**src/rtl/rle_decompressor.sv**
```systemverilog
// RLE / RAW ifmap decompressor: fetches beats over req/valid/ack and packs elements into packets.
// Optional DECOMP_STATS_EN adds zero-element and output-stall counters.
module rle_decompressor #(
    parameter int BEAT_BYTES = 8,
    parameter int DATA_W     = 8,
    parameter int RUN_W      = 8,
    parameter int PKT_ELEMS  = 4,
    parameter int CNT_W      = 20
) (
    input  logic                          clk,
    input  logic                          rst,
    input  logic                          start,
    input  logic                          rle_mode,
    input  logic [CNT_W-1:0]              total_elems,
    output logic                          mem_req,
    input  logic [BEAT_BYTES*8-1:0]       mem_data,
    input  logic                          mem_data_valid,
    output logic                          mem_ack,
    output logic                          pkt_valid,
    input  logic                          pkt_ready,
    output logic [PKT_ELEMS*DATA_W-1:0]   pkt_data,
    output logic                          pkt_last,
    output logic                          busy,
    output logic                          done,
    output logic                          err_overrun
`ifdef DECOMP_STATS_EN
    ,
    output logic [CNT_W-1:0]              stat_zero_cnt,
    output logic [CNT_W-1:0]              stat_stall_cnt
`endif
);
    localparam int BEAT_W       = BEAT_BYTES * 8;
    localparam int TOKEN_W      = RUN_W + DATA_W;
    localparam int EL_PER_BEAT  = BEAT_W / DATA_W;
    localparam int TOK_PER_BEAT = BEAT_W / TOKEN_W;
    localparam int IDX_W        = (EL_PER_BEAT > 1) ? $clog2(EL_PER_BEAT) : 1;
    localparam int TIDX_W       = (TOK_PER_BEAT > 1) ? $clog2(TOK_PER_BEAT) : 1;
    localparam int SLOT_W       = (PKT_ELEMS > 1) ? $clog2(PKT_ELEMS) : 1;

    typedef enum logic [2:0] {S_IDLE, S_FETCH, S_ACK, S_UNPACK, S_OUTPUT, S_DONE} state_t;

    state_t                                state, state_next;
    logic [EL_PER_BEAT-1:0][DATA_W-1:0]    beat;
    logic [TOK_PER_BEAT-1:0][TOKEN_W-1:0]  toks;
    logic [PKT_ELEMS-1:0][DATA_W-1:0]      pkt;
    logic                                  mode;
    logic [CNT_W-1:0]                      remaining, rem_dec;
    logic [IDX_W-1:0]                      idx;
    logic [SLOT_W-1:0]                     slot;
    logic [RUN_W-1:0]                      run_cnt, cur_run;
    logic                                  run_active;
    logic                                  beat_empty;
    logic [TOKEN_W-1:0]                    tok;
    logic [DATA_W-1:0]                     elem;
    logic                                  emit_zero, advance, last_in_beat, pkt_full, accept;

    assign toks      = beat;
    assign tok       = toks[idx[TIDX_W-1:0]];
    // A pending run keeps counting down across cycles; otherwise the run comes from the token.
    assign cur_run   = run_active ? run_cnt : tok[TOKEN_W-1:DATA_W];
    assign emit_zero = mode && (cur_run != '0);
    assign advance   = !mode || !emit_zero;
    assign elem      = !mode ? beat[idx] : (emit_zero ? '0 : tok[DATA_W-1:0]);
    assign last_in_beat = !mode ? (idx == IDX_W'(EL_PER_BEAT - 1))
                                : (!emit_zero && idx == IDX_W'(TOK_PER_BEAT - 1));
    assign rem_dec   = remaining - 1'b1;
    assign pkt_full  = (slot == SLOT_W'(PKT_ELEMS - 1));
    assign accept    = pkt_valid && pkt_ready;

    assign mem_req     = (state == S_FETCH) && (remaining != '0);
    assign mem_ack     = (state == S_ACK);
    assign pkt_valid   = (state == S_OUTPUT);
    assign pkt_last    = (state == S_OUTPUT) && (remaining == '0);
    assign pkt_data    = pkt;
    assign busy        = (state != S_IDLE);
    assign done        = (state == S_DONE);

    always_comb begin
        state_next = state;
        case (state)
            S_IDLE:   if (start) state_next = S_FETCH;
            S_FETCH: begin
                if (remaining == '0)     state_next = S_DONE;
                else if (mem_data_valid) state_next = S_ACK;
            end
            S_ACK:    state_next = S_UNPACK;
            S_UNPACK: begin
                // A full packet must drain before refetching, even if the beat is also spent.
                if (rem_dec == '0 || pkt_full) state_next = S_OUTPUT;
                else if (last_in_beat)         state_next = S_FETCH;
            end
            S_OUTPUT: begin
                if (accept) begin
                    if (remaining == '0) state_next = S_DONE;
                    else if (beat_empty) state_next = S_FETCH;
                    else                 state_next = S_UNPACK;
                end
            end
            S_DONE:   state_next = S_IDLE;
            default:  state_next = S_IDLE;
        endcase
    end

    always_ff @(posedge clk) begin
        if (rst) begin
            state       <= S_IDLE;
            beat        <= '0;
            pkt         <= '0;
            mode        <= 1'b0;
            remaining   <= '0;
            idx         <= '0;
            slot        <= '0;
            run_cnt     <= '0;
            run_active  <= 1'b0;
            beat_empty  <= 1'b0;
            err_overrun <= 1'b0;
        end else begin
            state <= state_next;
            case (state)
                S_IDLE: if (start) begin
                    mode        <= rle_mode;
                    remaining   <= total_elems;
                    err_overrun <= 1'b0;
                    pkt         <= '0;
                    slot        <= '0;
                    run_active  <= 1'b0;
                    beat_empty  <= 1'b0;
                end
                S_FETCH: if (state_next == S_ACK) begin
                    beat       <= mem_data;
                    idx        <= '0;
                    run_active <= 1'b0;
                end
                S_UNPACK: begin
                    pkt[slot]  <= elem;
                    slot       <= slot + 1'b1;
                    remaining  <= rem_dec;
                    beat_empty <= last_in_beat;
                    if (advance) idx <= idx + 1'b1;
                    if (emit_zero) begin
                        run_cnt    <= cur_run - 1'b1;
                        run_active <= 1'b1;
                        if (CNT_W'(cur_run) > remaining) err_overrun <= 1'b1;
                    end else begin
                        run_active <= 1'b0;
                    end
                end
                S_OUTPUT: if (accept) begin
                    pkt  <= '0;
                    slot <= '0;
                end
                default: ;
            endcase
        end
    end

`ifdef DECOMP_STATS_EN
    always_ff @(posedge clk) begin
        if (rst) begin
            stat_zero_cnt  <= '0;
            stat_stall_cnt <= '0;
        end else if (state == S_IDLE && start) begin
            stat_zero_cnt  <= '0;
            stat_stall_cnt <= '0;
        end else begin
            if (state == S_UNPACK && emit_zero && stat_zero_cnt != '1)
                stat_zero_cnt <= stat_zero_cnt + 1'b1;
            if (pkt_valid && !pkt_ready && stat_stall_cnt != '1)
                stat_stall_cnt <= stat_stall_cnt + 1'b1;
        end
    end
`endif

endmodule

```
**config.mk**
```make
export PLATFORM = sky130hd
export DESIGN_NAME = rle_decompressor
export DESIGN_NICKNAME = d
export VERILOG_FILES = /design/src/rtl/rle_decompressor.sv
export SDC_FILE = /design/constraint.sdc
export NUM_CORES = 1
export LEC_CHECK = 0
export CELL_PAD_IN_SITES_DETAIL_PLACEMENT = 1
export CELL_PAD_IN_SITES_GLOBAL_PLACEMENT = 2
export CORE_MARGIN = 2
export CORE_UTILIZATION = 31
export DETAILED_ROUTE_END_ITERATION = 6
export PLACE_DENSITY_LB_ADDON = 0.1
export SYNTH_ARGS = -nofsm -noshare
export SYNTH_HDL_FRONTEND = slang
export SYNTH_SLANG_ARGS = --single-unit
export TNS_END_PERCENT = 50
```
**constraint.sdc**
```tcl
create_clock -name clk -period 4.8 [get_ports clk]
set_clock_uncertainty 0.1 [all_clocks]
set_input_delay 0.96 -clock clk [delete_from_list [all_inputs] [get_ports clk]]
set_output_delay 0.96 -clock clk [all_outputs]
set_load 0.02 [all_outputs]
```
==> out/qor.yml, run 1 <==
status: "complete, no violations"
pwr-share-seq: 0.386
post-dp-hpwl_um: 17860
setup_violations: 0
wl_per_cell_um: 19.45
vdd_ir_drop_max_mv: 0.1978
syn_nets: 949
worst_ep_required_time_ns: 3.74
dieHeight_um: 155.3
critical-path-max-stage-delay_ns: 0.60
leakagePower_nw: 3.195
cts.repair.resized: 0
syn_to_final_growth_pct: 28.75
synth-seq-cells: 136
fp-row-count: 55
synthesis.area_sq_um: 7099
startpoint_type: "register"
sw_frac_of_total: 0.3228
yosysWarningCount: 0
min-delay-start: "beat[61]"
r2r_cells: 10
synth_ff_type: "dfxtp_1"
grt_usage: 0.2018
grt_max_degree: 61
ctsHtreeMaxLevel: 4
end_kind: "output pin"
die_area_sq_um: 24130
syn_inst: 841
vias: 6555
async_flop_share: 0
hold_viol: 0
tritoncts: "done"
path_cells: "inv_1 -> ha_1 -> nor4b_4 -> nand2_1 -> nor4_1 -> buf_4 -> and2_1 -> clkdlybuf4s50_1"
start_util: 0.3145
hold_class: "register to register"
drive_gt1_frac: 0.1013
grt_pass1_wl_um: 38130
rr_startpoint: "remaining[1]"
fin_crit_ns: 4.351
max_freq_ghz: 0.2298
antennaDiodeCount: 0
clkTransAtPathRegs_ns: 0.07
r2r-end: "beat[58]"
clk-insertion-delay-late_ns: 0.43
ios: 129
drtAntennaViolNets: 0
period_share: 0.9066
first_pass_iters: 4
synth-seq-area-share: 0.3835
viasPerCell: 5.316
ys_types: 60
powerDensity_nw_per_um2: 369.5
first_iter_violations: 278
rsz0062_at_grt: "no"
core_area_sq_um: 22570
cts_sinks: 136
portBuffers: 128
synth-edff-count: 0
r2r_slack_ns: 0.81
final_area_sq_um: 9140
critPathMaxFanout: 9
grt_pass1_vias: 6908
combinationalPowerShare: 0.220
pwr-share-clk: 0.394
p_switching_mw: 1.090
tightest_slew_ns: 1.286
p_int_mw: 2.287
postPlaceCellArea_sq_um: 8556
synth.avg_cell_area_sq_um: 8.442
overflow: 0
finalMaxSlewViolations: 0
critical_path_class: "register to output pin"
postCtsSetupRepairBufs: 0
clock_path_buffers: 2
cts_hold_buf: 0
finalWeightedCongestion: 0.8207
drc: 0
routed_wirelength_um: 23980
cts_buffers: 17
nets: 1044
hold_depth: 2
relSlewSlack: 0.1393
grt_antenna_before_repair: 0
cp_slowest_cell: "clkdlybuf4s50_1"
max_cap_viol_count: 0
holdPathEnd: "beat[61]"
setup_tns_ns: 0
ctsRootBufferMaster: "clkbuf_16"
cp.arrival_ns: 3.29
dieWidth_um: 155.3
power by group through the flow:
stage | clock network, mW | logic, mW | registers [mW]
3_3_place_gp | 0 | 0.733 | 1.32
3_5_place_dp | 0 | 0.749 | 1.33
2_1_floorplan | 0 | 0.528 | 1.27
5_1_grt | 1.41 | 0.828 | 1.31
4_1_cts | 1.36 | 0.752 | 1.30
6_report | 1.33 | 0.744 | 1.30
flip-flops by register name, summed over array words and instances, names as in the netlist:
signal / cells
beat: 64
beat_empty: 1
err_overrun: 1
idx: 3
mode: 1
pkt_data: 32
remaining: 20
run_active: 1
run_cnt: 8
slot: 2
state: 3
synthesized netlist by cell type, drive strengths merged, types with 11 or more instances:
cell type	count	area, sq um
mux2i	13	142.6
a21oi	83	415.4
clkbuf	47	176.4
nor3	20	100.1
dfxtp	136	2723
mux4	30	675.7
nand2	162	610.6
a22oi	33	247.7
ha	18	225.2
inv	17	63.81
nor4	11	68.82
nor2	96	360.4
buf	18	113.9
o21ai	19	95.09
worst max-delay path: cells and delay by family (launching register included):
| family | cells | cell delay, ns |
|---|---|---|
| simple gates | 4 | 1.21 |
| fa+ha+maj | 1 | 0.34 |
| buf+inv | 3 | 0.97 |
| flops | 1 | 0.33 |
per-stage QoR:
stage	power, mW	utilization	hold WS (ns)	std cells	setup slack [ns]
6_report	3.378	0.4049	0.3779	1233	0.4486
5_1_grt	3.554	0.4049	0.4003	1233	0.2879
4_1_cts	3.418	0.4049	0.3802	1233	0.4598
3_5_place_dp	2.077	0.3790	0.3711	1202	0.7958
3_3_place_gp	2.057	0.3790	0.3618	1202	0.8574
2_1_floorplan	1.794	-	0.3422	841	1.362
final cells by class:
cell class	instances	area, sq um
Fill cell	2630	13430
Multi-Input combinational cell	623	4035
Clock inverter	13	145.1
Clock buffer	18	439.2
Inverter	17	63.81
Tap cell	285	356.6
Timing Repair Buffer	141	1376
Sequential cell	136	2724
cells in the final DEF, fill, tap and decap left out, types with 4 or more instances in the layout:
cell type	count
nand2_1	161
dfxtp_1	135
clkdlybuf4s50_1	127
nor2_1	96
a21oi_1	83
a22oi_1	33
mux4_2	30
nor3_1	20
ha_1	18
clkbuf_16	17
inv_1	16
buf_4	14
o21ai_0	13
mux2i_1	12
nor4_1	11
nand3_1	10
o22ai_1	10
nand2b_1	8
o21a_1	6
nor2b_1	6
a31oi_1	6
and3_1	6
a211oi_1	6
and2_1	5
o21ai_1	5
xnor2_1	5
a21o_1	5
a2111oi_0	5
mux2_2	4
nand4_1	4
xor2_1	4
a211oi_2	4
a221oi_1	4
cells by family after synthesis:
kind of cell | after synthesis | share of synthesized area
adders and majority gates | 18 | 0.03172
buffers and inverters | 82 | 0.04988
and+or+nand+nor | 344 | 0.2136
DFF | 136 | 0.3835
xor gates and xnor gates | 9 | 0.01110
muxes | 50 | 0.1264
AOI/OAI and AO/OA | 202 | 0.1838
per-layer routing:
metal	track usage	vias up	part of all wire
li1	-	3188	-
met1	0.2544	3207	0.45
met2	0.3515	144	0.50
met3	0.04011	16	0.040
met4	0.05505	0	0.015
met5	0	-	0
worst max-delay path by stage:
stage / endpoint / slack (ns) / start / depth (start not counted)
global placement: beat[46] / 0.86 / remaining[1] / 10
floorplan: idx[2] / 1.36 / idx[1] / 11
detailed placement: beat[3] / 0.80 / remaining[1] / 10
CTS: pkt_last / 0.46 / remaining[1] / 8
global route: pkt_last / 0.29 / remaining[1] / 8
finish: pkt_last / 0.45 / remaining[1] / 8
(Power assumes the default switching activity.)
==> run 2: changes to the inputs <==
--- a/config.mk
+++ b/config.mk
@@ -7,7 +7,7 @@
 export LEC_CHECK = 0
 export CELL_PAD_IN_SITES_DETAIL_PLACEMENT = 1
 export CELL_PAD_IN_SITES_GLOBAL_PLACEMENT = 2
-export CORE_MARGIN = 2
+export CORE_MARGIN = 3
 export CORE_UTILIZATION = 31
 export DETAILED_ROUTE_END_ITERATION = 6
 export PLACE_DENSITY_LB_ADDON = 0.1
==> run 2 against run 1 <==
Against the previous run: total power down 1.1%; routed wire length down 0.93%; fmax down 0.25%; utilization up 0.52 points; sequential power about the same; critical path depth down 1; critical path type unchanged; largest power group is now sequential cells.
==> out/qor.yml, run 2 (synthesized netlist as in run 1, its figures left out) <==
viasPerCell: 5.421  # was 5.316
holdPathEnd: "beat[48]"  # was beat[61]
grt_usage: 0.1911  # was 0.2018
multi_input_area_sq_um: 4035  # unchanged
r2r_slack_ns: 0.86  # was 0.81 ns
setup_tns_ns: 0  # unchanged
hold_slack_ns: 0.3729  # was 0.3779 ns
critPathMaxFanout: 9  # unchanged
clkTransAtPathRegs_ns: 0.06  # was 0.07 ns
layout_common_cells: "nand2_1, dfxtp_1, clkdlybuf4s50_1, nor2_1, a21oi_1"  # unchanged
routed_wirelength_um: 23760  # was 23980 um
fin_cells: 1224  # was 1233
cts.repair.resized: 0  # unchanged
finalWeightedCongestion: 0.8065  # was 0.8207
end_kind: "output pin"  # unchanged
seqCellArea_sq_um: 2724  # unchanged
ctsHtreeMaxLevel: 4  # unchanged
final_area_sq_um: 9090  # was 9140 sq um
grt_pass1_vias: 6897  # was 6908
drtAntennaViolNets: 0  # unchanged
die_area_sq_um: 24750  # was 24130 sq um
max_cap_viol_count: 0  # unchanged
place_inst: 1192  # was 1202
nets: 1039  # was 1044
top_register: "beat"  # unchanged
max_freq_ghz: 0.2292  # was 0.2298 GHz
postPlaceCellArea_sq_um: 8512  # was 8556 sq um
hold_class: "register to register"  # unchanged
vdd_ir_drop_max_mv: 0.1574  # was 0.1978 mV
clk-insertion-delay-late_ns: 0.42  # was 0.43 ns
critical_path_class: "register to output pin"  # unchanged
cp.arrival_ns: 3.30  # was 3.29 ns
r2r_cells: 8  # was 10
syn_to_final_growth_pct: 28.04  # was 28.75%
min-delay-start: "beat[48]"  # was beat[61]
clock_path_buffers: 2  # unchanged
start_util: 0.3203  # was 0.3145
fin_crit_ns: 4.362  # was 4.351 ns
hold_depth: 2  # unchanged
drc: 0  # unchanged
antennaDiodeCount: 0  # unchanged
status: "complete, no violations"  # unchanged
finalMaxSlewViolations: 0  # unchanged
largest_reg_flops: 64  # unchanged
overflow: 0  # unchanged
final_core_util: 0.4102  # was 0.4049
grt_max_degree: 98  # was 61
dieWidth_um: 157.3  # was 155.3 um
cts_buffers: 17  # unchanged
r2r-end: "pkt_data[19]"  # was beat[58]
tightest_slew_ns: 1.115  # was 1.286 ns
grt_antenna_before_repair: 0  # unchanged
setup_violations: 0  # unchanged
post-dp-hpwl_um: 17330  # was 17860 um
first_pass_iters: 4  # unchanged
ios: 129  # unchanged
final_common_cell: "nand2_1"  # unchanged
hold_viol: 0  # unchanged
startpoint_type: "register"  # unchanged
leakagePower_nw: 3.166  # was 3.195 nW
nFillCells: 2588  # was 2630
cts_hold_buf: 0  # unchanged
drive_gt1_frac: 0.09746  # was 0.1013
postCtsSetupRepairBufs: 0  # unchanged
relSlewSlack: 0.2565  # was 0.1393
tritoncts: "done"  # unchanged
portBuffers: 128  # unchanged
first_iter_violations: 329  # was 278
ctsRootBufferMaster: "clkbuf_16"  # unchanged
dieHeight_um: 157.3  # was 155.3 um
rsz0062_at_grt: "no"  # unchanged
worst_ep_required_time_ns: 3.74  # about the same
cts_sinks: 136  # unchanged
grt_pass1_wl_um: 37140  # was 38130 um
wl_per_cell_um: 19.41  # was 19.45 um
rr_startpoint: "idx[1]"  # was remaining[1]
fp-row-count: 54  # was 55
vias: 6635  # was 6555
powerDensity_nw_per_um2: 367.6  # was 369.5 nW/um^2
core_area_sq_um: 22160  # was 22570 sq um
period_share: 0.9088  # was 0.9066
==> run 2: changes by cell type in the layout (fill, tap and decap cells not counted) <==
cell       previous run  this run
buf_4                14         9
clkinv_4              3         2
inv_8                 0         1
bufinv_16             2         1
inv_6                 3         6
clkinv_2              2         1
==> run 2: worst max-delay path by stage <==
stage	startpoint	end	slack [ns]	cells after the start
floorplan	idx[1]	idx[2]	1.36	11
global placement	idx[1]	pkt_data[18]	0.95	8
detailed placement	remaining[1]	pkt_last	0.86	7
CTS	remaining[1]	pkt_last	0.40	7
global route	remaining[1]	pkt_last	0.12	7
finish	remaining[1]	pkt_last	0.44	7
==> run 2: cell type report <==
type / count / share of cell area
clock buffers: 18 / 0.04831
clock inverters: 14 / 0.01528
inverters: 17 / 0.007020
multi-input cells: 623 / 0.4439
flip-flops and latches: 136 / 0.2997
well taps: 280 / 0.03854
repair buffers: 136 / 0.1473
==> run 2: critical path, cell delays in order (launching register included) <==
cell and delay, ns:
dfxtp_1 0.33, inv_1 0.12, ha_1 0.30, nor4b_4 0.39
nand2_1 0.29, nor4_1 0.62, and2_1 0.22, clkdlybuf4s50_1 0.61
==> run 2: report_power, final <==
group | switching [mW] | total [mW] | internal (mW)
Combinational | 0.441 | 0.743 | 0.302
Sequential | 0.101 | 1.30 | 1.20
Clock | 0.557 | 1.30 | 0.741
==> run 2: per-stage QoR <==
stage / power [mW] / setup WS, ns
after detailed placement: 2.074 / 0.8640
final: 3.342 / 0.4378
after global routing: 3.524 / 0.1176
after global placement: 2.048 / 0.9475
after CTS: 3.388 / 0.4018
after floorplan: 1.794 / 1.362
==> run 2: layer usage <==
metal,share of wire,global-route usage
met3,0.036,0.03189
met4,0.012,0.05413
met5,0,0
met2,0.51,0.3416
met1,0.44,0.2370
